**src/rtl/mips150_uart_mmio.sv**
```systemverilog
// Memory-mapped UART for the MIPS150 I/O space: TX/RX FIFOs, serial engines,
// STATUS/RXDATA/TXDATA/CLEAR registers, sticky error flags and level interrupts.
module mips150_uart_mmio #(
   parameter int unsigned CLOCK_FREQ = 50000000,
   parameter int unsigned BAUD_RATE  = 115200,
   parameter int unsigned TX_DEPTH   = 8,
   parameter int unsigned RX_DEPTH   = 8
) (
   input  logic        clk,
   input  logic        rst,
   input  logic        FPGA_SERIAL_RX,
   output logic        FPGA_SERIAL_TX,
   input  logic        io_en,
   input  logic        io_we,
   input  logic [3:0]  io_addr,
   input  logic [7:0]  io_wdata,
   output logic [31:0] io_rdata,
   output logic        rx_irq,
   output logic        tx_irq
);

   localparam int unsigned CLKS_PER_BIT = CLOCK_FREQ / BAUD_RATE;
   localparam int unsigned CNT_W        = $clog2(CLKS_PER_BIT);
   localparam int unsigned TX_AW        = $clog2(TX_DEPTH);
   localparam int unsigned RX_AW        = $clog2(RX_DEPTH);
   localparam logic [CNT_W-1:0] BIT_LAST  = CNT_W'(CLKS_PER_BIT - 1);
   localparam logic [CNT_W-1:0] HALF_LAST = CNT_W'(CLKS_PER_BIT / 2 - 1);

   localparam logic [1:0] ST_IDLE  = 2'd0;
   localparam logic [1:0] ST_START = 2'd1;
   localparam logic [1:0] ST_DATA  = 2'd2;
   localparam logic [1:0] ST_STOP  = 2'd3;

   localparam logic [1:0] REG_STATUS = 2'd0;
   localparam logic [1:0] REG_RXDATA = 2'd1;
   localparam logic [1:0] REG_TXDATA = 2'd2;
   localparam logic [1:0] REG_CLEAR  = 2'd3;

   logic       rd, wr;
   logic [1:0] reg_sel;
   logic       unused_addr_bits;

   assign rd               = io_en & ~io_we;
   assign wr               = io_en & io_we;
   assign reg_sel          = io_addr[3:2];
   assign unused_addr_bits = ^io_addr[1:0];

   // TX FIFO
   logic [7:0]     tx_mem [TX_DEPTH];
   logic [TX_AW:0] tx_wptr_q, tx_rptr_q, tx_count;
   logic           tx_empty, tx_full, tx_push, tx_pop;

   // TX engine
   logic [1:0]       tx_state_q;
   logic [CNT_W-1:0] tx_cnt_q;
   logic [2:0]       tx_bit_q;
   logic [7:0]       tx_shift_q;

   assign tx_count = tx_wptr_q - tx_rptr_q;
   assign tx_empty = (tx_wptr_q == tx_rptr_q);
   assign tx_full  = (tx_count == (TX_AW + 1)'(TX_DEPTH));
   assign tx_push  = wr && (reg_sel == REG_TXDATA) && !tx_full;
   assign tx_pop   = (tx_state_q == ST_IDLE) && !tx_empty;

   always_ff @(posedge clk) begin
      if (tx_push) tx_mem[tx_wptr_q[TX_AW-1:0]] <= io_wdata;
   end

   always_ff @(posedge clk or posedge rst) begin
      if (rst) begin
         tx_wptr_q <= '0;
         tx_rptr_q <= '0;
      end else begin
         if (tx_push) tx_wptr_q <= tx_wptr_q + (TX_AW + 1)'(1);
         if (tx_pop)  tx_rptr_q <= tx_rptr_q + (TX_AW + 1)'(1);
      end
   end

   always_ff @(posedge clk or posedge rst) begin
      if (rst) begin
         tx_state_q <= ST_IDLE;
         tx_cnt_q   <= '0;
         tx_bit_q   <= '0;
         tx_shift_q <= '1;
      end else begin
         case (tx_state_q)
            ST_IDLE: begin
               tx_cnt_q <= '0;
               if (tx_pop) begin
                  tx_shift_q <= tx_mem[tx_rptr_q[TX_AW-1:0]];
                  tx_state_q <= ST_START;
               end
            end
            ST_START: begin
               if (tx_cnt_q == BIT_LAST) begin
                  tx_cnt_q   <= '0;
                  tx_bit_q   <= '0;
                  tx_state_q <= ST_DATA;
               end else tx_cnt_q <= tx_cnt_q + CNT_W'(1);
            end
            ST_DATA: begin
               if (tx_cnt_q == BIT_LAST) begin
                  tx_cnt_q   <= '0;
                  tx_shift_q <= {1'b1, tx_shift_q[7:1]};
                  if (tx_bit_q == 3'd7) tx_state_q <= ST_STOP;
                  else tx_bit_q <= tx_bit_q + 3'd1;
               end else tx_cnt_q <= tx_cnt_q + CNT_W'(1);
            end
            ST_STOP: begin
               if (tx_cnt_q == BIT_LAST) begin
                  tx_cnt_q   <= '0;
                  tx_state_q <= ST_IDLE;
               end else tx_cnt_q <= tx_cnt_q + CNT_W'(1);
            end
            default: tx_state_q <= ST_IDLE;
         endcase
      end
   end

   assign FPGA_SERIAL_TX = (tx_state_q == ST_START) ? 1'b0 :
                           (tx_state_q == ST_DATA)  ? tx_shift_q[0] : 1'b1;

   // RX synchroniser and engine
   logic             rx_meta_q, rx_sync_q;
   logic [1:0]       rx_state_q;
   logic [CNT_W-1:0] rx_cnt_q;
   logic [2:0]       rx_bit_q;
   logic [7:0]       rx_shift_q;
   logic             rx_stop_done, rx_frame_ok, rx_frame_bad;

   always_ff @(posedge clk or posedge rst) begin
      if (rst) begin
         rx_meta_q <= 1'b1;
         rx_sync_q <= 1'b1;
      end else begin
         rx_meta_q <= FPGA_SERIAL_RX;
         rx_sync_q <= rx_meta_q;
      end
   end

   always_ff @(posedge clk or posedge rst) begin
      if (rst) begin
         rx_state_q <= ST_IDLE;
         rx_cnt_q   <= '0;
         rx_bit_q   <= '0;
         rx_shift_q <= '0;
      end else begin
         case (rx_state_q)
            ST_IDLE: begin
               rx_cnt_q <= '0;
               if (!rx_sync_q) rx_state_q <= ST_START;
            end
            ST_START: begin
               // Half-bit check rejects glitches and aligns later samples to mid-bit.
               if (rx_cnt_q == HALF_LAST) begin
                  rx_cnt_q   <= '0;
                  rx_bit_q   <= '0;
                  rx_state_q <= rx_sync_q ? ST_IDLE : ST_DATA;
               end else rx_cnt_q <= rx_cnt_q + CNT_W'(1);
            end
            ST_DATA: begin
               if (rx_cnt_q == BIT_LAST) begin
                  rx_cnt_q   <= '0;
                  rx_shift_q <= {rx_sync_q, rx_shift_q[7:1]};
                  if (rx_bit_q == 3'd7) rx_state_q <= ST_STOP;
                  else rx_bit_q <= rx_bit_q + 3'd1;
               end else rx_cnt_q <= rx_cnt_q + CNT_W'(1);
            end
            ST_STOP: begin
               if (rx_cnt_q == BIT_LAST) begin
                  rx_cnt_q   <= '0;
                  rx_state_q <= ST_IDLE;
               end else rx_cnt_q <= rx_cnt_q + CNT_W'(1);
            end
            default: rx_state_q <= ST_IDLE;
         endcase
      end
   end

   assign rx_stop_done = (rx_state_q == ST_STOP) && (rx_cnt_q == BIT_LAST);
   assign rx_frame_ok  = rx_stop_done && rx_sync_q;
   assign rx_frame_bad = rx_stop_done && !rx_sync_q;

   // RX FIFO
   logic [7:0]     rx_mem [RX_DEPTH];
   logic [RX_AW:0] rx_wptr_q, rx_rptr_q, rx_count;
   logic           rx_empty, rx_full, rx_push, rx_pop, rx_drop;
   logic [3:0]     rx_count_sat;

   assign rx_count     = rx_wptr_q - rx_rptr_q;
   assign rx_empty     = (rx_wptr_q == rx_rptr_q);
   assign rx_full      = (rx_count == (RX_AW + 1)'(RX_DEPTH));
   assign rx_pop       = rd && (reg_sel == REG_RXDATA) && !rx_empty;
   // A same-cycle pop frees the slot, so a push into a full FIFO is still accepted.
   assign rx_push      = rx_frame_ok && (!rx_full || rx_pop);
   assign rx_drop      = rx_frame_ok && rx_full && !rx_pop;
   assign rx_count_sat = (32'(rx_count) > 32'd15) ? 4'd15 : 4'(rx_count);

   always_ff @(posedge clk) begin
      if (rx_push) rx_mem[rx_wptr_q[RX_AW-1:0]] <= rx_shift_q;
   end

   always_ff @(posedge clk or posedge rst) begin
      if (rst) begin
         rx_wptr_q <= '0;
         rx_rptr_q <= '0;
      end else begin
         if (rx_push) rx_wptr_q <= rx_wptr_q + (RX_AW + 1)'(1);
         if (rx_pop)  rx_rptr_q <= rx_rptr_q + (RX_AW + 1)'(1);
      end
   end

   // Sticky flags: a new error wins over a same-cycle CLEAR.
   logic overrun_q, frame_err_q, clr;

   assign clr = wr && (reg_sel == REG_CLEAR);

   always_ff @(posedge clk or posedge rst) begin
      if (rst) begin
         overrun_q   <= 1'b0;
         frame_err_q <= 1'b0;
      end else begin
         overrun_q   <= rx_drop | (overrun_q & ~(clr & io_wdata[2]));
         frame_err_q <= rx_frame_bad | (frame_err_q & ~(clr & io_wdata[3]));
      end
   end

   always_ff @(posedge clk or posedge rst) begin
      if (rst) begin
         io_rdata <= '0;
      end else if (rd) begin
         case (reg_sel)
            REG_STATUS: io_rdata <= {20'd0, rx_count_sat, 4'd0,
                                     frame_err_q, overrun_q, ~tx_full, ~rx_empty};
            REG_RXDATA: io_rdata <= rx_empty ? 32'd0 : {24'd0, rx_mem[rx_rptr_q[RX_AW-1:0]]};
            default:    io_rdata <= 32'd0;
         endcase
      end
   end

   assign rx_irq = !rx_empty;
   assign tx_irq = tx_empty && (tx_state_q == ST_IDLE);

endmodule

```
**config.mk**
```make
export PLATFORM = sky130hd
export DESIGN_NAME = mips150_uart_mmio
export DESIGN_NICKNAME = d
export VERILOG_FILES = /design/src/rtl/mips150_uart_mmio.sv
export SDC_FILE = /design/constraint.sdc
export NUM_CORES = 1
export LEC_CHECK = 0
export ABC_AREA = 1
export BUFFER_PORTS_ARGS = -buffer_cell sky130_fd_sc_hd__buf_2
export CORE_MARGIN = 4
export CORE_UTILIZATION = 28
export CTS_CLUSTER_DIAMETER = 30
export DETAILED_ROUTE_END_ITERATION = 10
export PLACE_DENSITY = 0.53
export SLEW_MARGIN = 25
export SYNTH_ARGS = -nofsm -noshare
export SYNTH_HDL_FRONTEND = slang
export SYNTH_SLANG_ARGS = --single-unit
```
**constraint.sdc**
```tcl
create_clock -name clk -period 3.33 [get_ports clk]
set_input_delay 0.666 -clock clk [delete_from_list [all_inputs] [get_ports clk]]
set_output_delay 0.666 -clock clk [all_outputs]
set_load 0.02 [all_outputs]
```
==> qor.txt <==
reg2reg end: rx_mem[0][3]
DP Wirelength: 13,200 um
Clk Latency, worst-skew pair: 0.53 ns
Synth Area per Inst: 10.1 um^2
dpl cells: 1,384
layout cells sized above 1: 15.0%
Worst Path Required: 2.66 ns
CTS resizes: 0
I/O Buffers: 29
antenna diode count: 0
crit path launch type: register
Final Skew: 0.0212 ns
synthesized area: 0.00920 mm^2
crit-path max cell delay: 0.59 ns
hold-fix buffers at CTS: 0
number of warnings issued by yosys: 0
crit end category: output port
via count: 6,379
Distinct cells, synth: 35
gr usage total: 11.7%
total die area: 0.0358 mm^2
Detail Route Antenna Nets: 0
asr flop ratio synth: 37.3%
slowest stage cell, crit path: dfrtp_1
WL final: 20,700 um
top_reg_cell synth: edfxtp_1
post-layout net count: 1,033
row cnt: 66
initial antenna violation count: 0
cells after synthesis: 913
Pleak: 0.00498 uW
die height: 189 um
period utilization: 86.1%
core area: 0.0325 mm^2
Worst R2R Path Depth: 10
worst path cell trace: inv_2 > ha_1 > nand2_1 > nor2_1 > nand2_1 > buf_2
Initial Utilization: 28.3%
Hold Path Class: primary input to asynchronous set/reset pin
Seq/Total Area, Yosys: 62.6%
Via density: 4.34
DRT iter0 DRCs: 356
boundary pin count: 52
crit-path most repeated cell: nand2_1
fillers: 3,246
WL/cell: 14.1 um
Final Non-Filler Cells: 1,470
Worst-path clk slew: 0.04 ns
vias in the first global route: 6,326
total CTS buffers: 47
GP Congestion: 0.753
worst-path fanout max: 10
CTS tree: yes
synth-to-layout area growth: 24.5%
FMAX: 0.349 GHz
CP arrival: 2.20 ns
final setup TNS: 0 ns
largest net degree at the start of global routing: 36
clock tree buffer depth: 3
crit path kind: register to output port
Die W: 189 um
Tmin final: 2.87 ns
DRC errors left: 0
Sink Count: 204
H-tree lvl count: 2
setup repair after global routing missed its margin: false
first-pass GRT wire length: 33,500 um
Pre-Repair DR Iteration Count: 5
r2r setup slk: 0.60 ns
CTS root buf: clkbuf_16
max_cap viols: 0
Final Setup Violations: 0
Hold Fails Final Rpt: 0
r2r startpoint: rx_rptr_q[2]
outcome: completed
gr ovfl total: 0
EDFF count, synth: 128
slew margin rel.: 39.7%
Cell Pwr Density: 862 mW/mm^2
fin. max-slew vios: 0
Post-CTS Setup Bufs: 0
Synth Register Bits: 204
Slew @ Worst Pin: 0.898 ns
maximum VDD drop: 0.000362 V
worst max-delay path: cells and delay by family, from the launching register on:
family                     cells  cell delay (ns)
and+or+nand+nor                3             0.26
adders and majority gates      1             0.40
buffers and inverters          2             0.42
DFF                            1             0.59
through the flow:
| step | instance area, um^2 | utilization (%) | power (uW) | hold slack (ns) | setup slack, ns |
|---|---|---|---|---|---|
| finish | 11400 | 35.3 | 9860 | 0.118 | 0.464 |
| CTS | 11400 | 35.3 | 10000 | 0.119 | 0.410 |
| detailed placement | 9910 | 30.5 | 5590 | 0.354 | 0.615 |
| global placement | 9910 | 30.5 | 5560 | 0.349 | 0.646 |
| global route | 11400 | 35.3 | 10500 | 0.141 | 0.292 |
| floorplan | 9270 | - | 4900 | 0.345 | 0.728 |
placed cells by master, fill, tap and decap left out, drive strengths merged:
cell type and n:
xor2 12, clkbuf 51, nor3b 2, fa 1
o211ai 12, edfxtp 128, clkinv 27, xnor2 2
a22o 3, o31ai 2, or2 8, dfstp 10
nand4 6, dfrtp 66, buf 58, nor3 3
o21ai 44, inv 65, nand3b 3, ha 24
a21oi 11, nand2 229, conb 20, a21o 1
bufinv 5, clkinvlp 7, nand3 120, o21a 4
nor2 104
logic make-up after synthesis:
family,synth area share (%)
compound gates,4.83
buf+inv,5.74
fa+ha+maj,3.48
xor+xnor,1.33
other cells,0.0408
simple gates,21.9
flops,62.6
final cells by class:
| class | count | area [um^2] | area share [%] |
|---|---|---|---|
| sequential | 204 | 5760 | 50.3 |
| clock inverter | 35 | 338 | 2.95 |
| tap | 442 | 553 | 4.83 |
| clock buffer | 51 | 1190 | 10.4 |
| timing repair buffer | 58 | 363 | 3.17 |
| inverter | 69 | 260 | 2.27 |
| multi-input combinational | 611 | 2980 | 26.0 |
power by group:
part,total [uW],switching [uW],internal [uW]
sequential,3100,166,2930
clock,4340,1390,2950
combinational,2430,1630,798
synthesized netlist by cell type, types with 4 or more instances:
cell type / number / area, um^2
nand2_1: 228 / 856
edfxtp_1: 128 / 3840
nand3_1: 120 / 601
nor2_1: 103 / 387
dfrtp_1: 66 / 1650
inv_1: 65 / 244
o21ai_0: 44 / 220
ha_1: 24 / 300
buf_4: 20 / 150
clkbuf_1: 20 / 75.1
o211ai_1: 12 / 90.1
xor2_1: 12 / 105
a21oi_1: 11 / 55.1
dfstp_2: 10 / 263
or2_2: 8 / 50.1
nand4_1: 6 / 37.5
buf_2: 4 / 20.0
o21a_1: 4 / 30.0
per-layer routing:
metal | part of all wire, % | up-vias | track usage (%)
met5 | 0 | - | 0
met4 | 2.3 | 0 | 4.20
met3 | 4.8 | 33 | 2.73
met2 | 49 | 127 | 19.8
met1 | 44 | 3018 | 14.6
li1 | - | 3201 | -
worst max path at each step:
stage	start	endpoint	slack, ns	depth (start not counted)
global route	rx_rptr_q[2]	rx_irq	0.29	6
floorplan	rx_rptr_q[1]	rx_mem[6][0]	0.73	10
CTS	rx_rptr_q[2]	rx_irq	0.41	6
detailed placement	rx_rptr_q[2]	rx_mem[0][3]	0.62	10
finish	rx_rptr_q[2]	rx_irq	0.46	6
global placement	rx_rptr_q[2]	rx_mem[5][2]	0.65	10
sequential cells by signal, summed over array words and instances (netlist names), named ones only:
| signal | flops |
|---|---|
| frame_err_q | 1 |
| io_rdata | 12 |
| overrun_q | 1 |
| rx_bit_q | 3 |
| rx_cnt_q | 9 |
| rx_mem | 64 |
| rx_meta_q | 1 |
| rx_rptr_q | 4 |
| rx_shift_q | 8 |
| rx_state_q | 1 |
| rx_sync_q | 1 |
| rx_wptr_q | 4 |
| tx_bit_q | 3 |
| tx_cnt_q | 9 |
| tx_mem | 64 |
| tx_rptr_q | 4 |
| tx_shift_q | 8 |
| tx_state_q | 2 |
| tx_wptr_q | 4 |
Note: power is estimated with default switching activity, not from simulation.
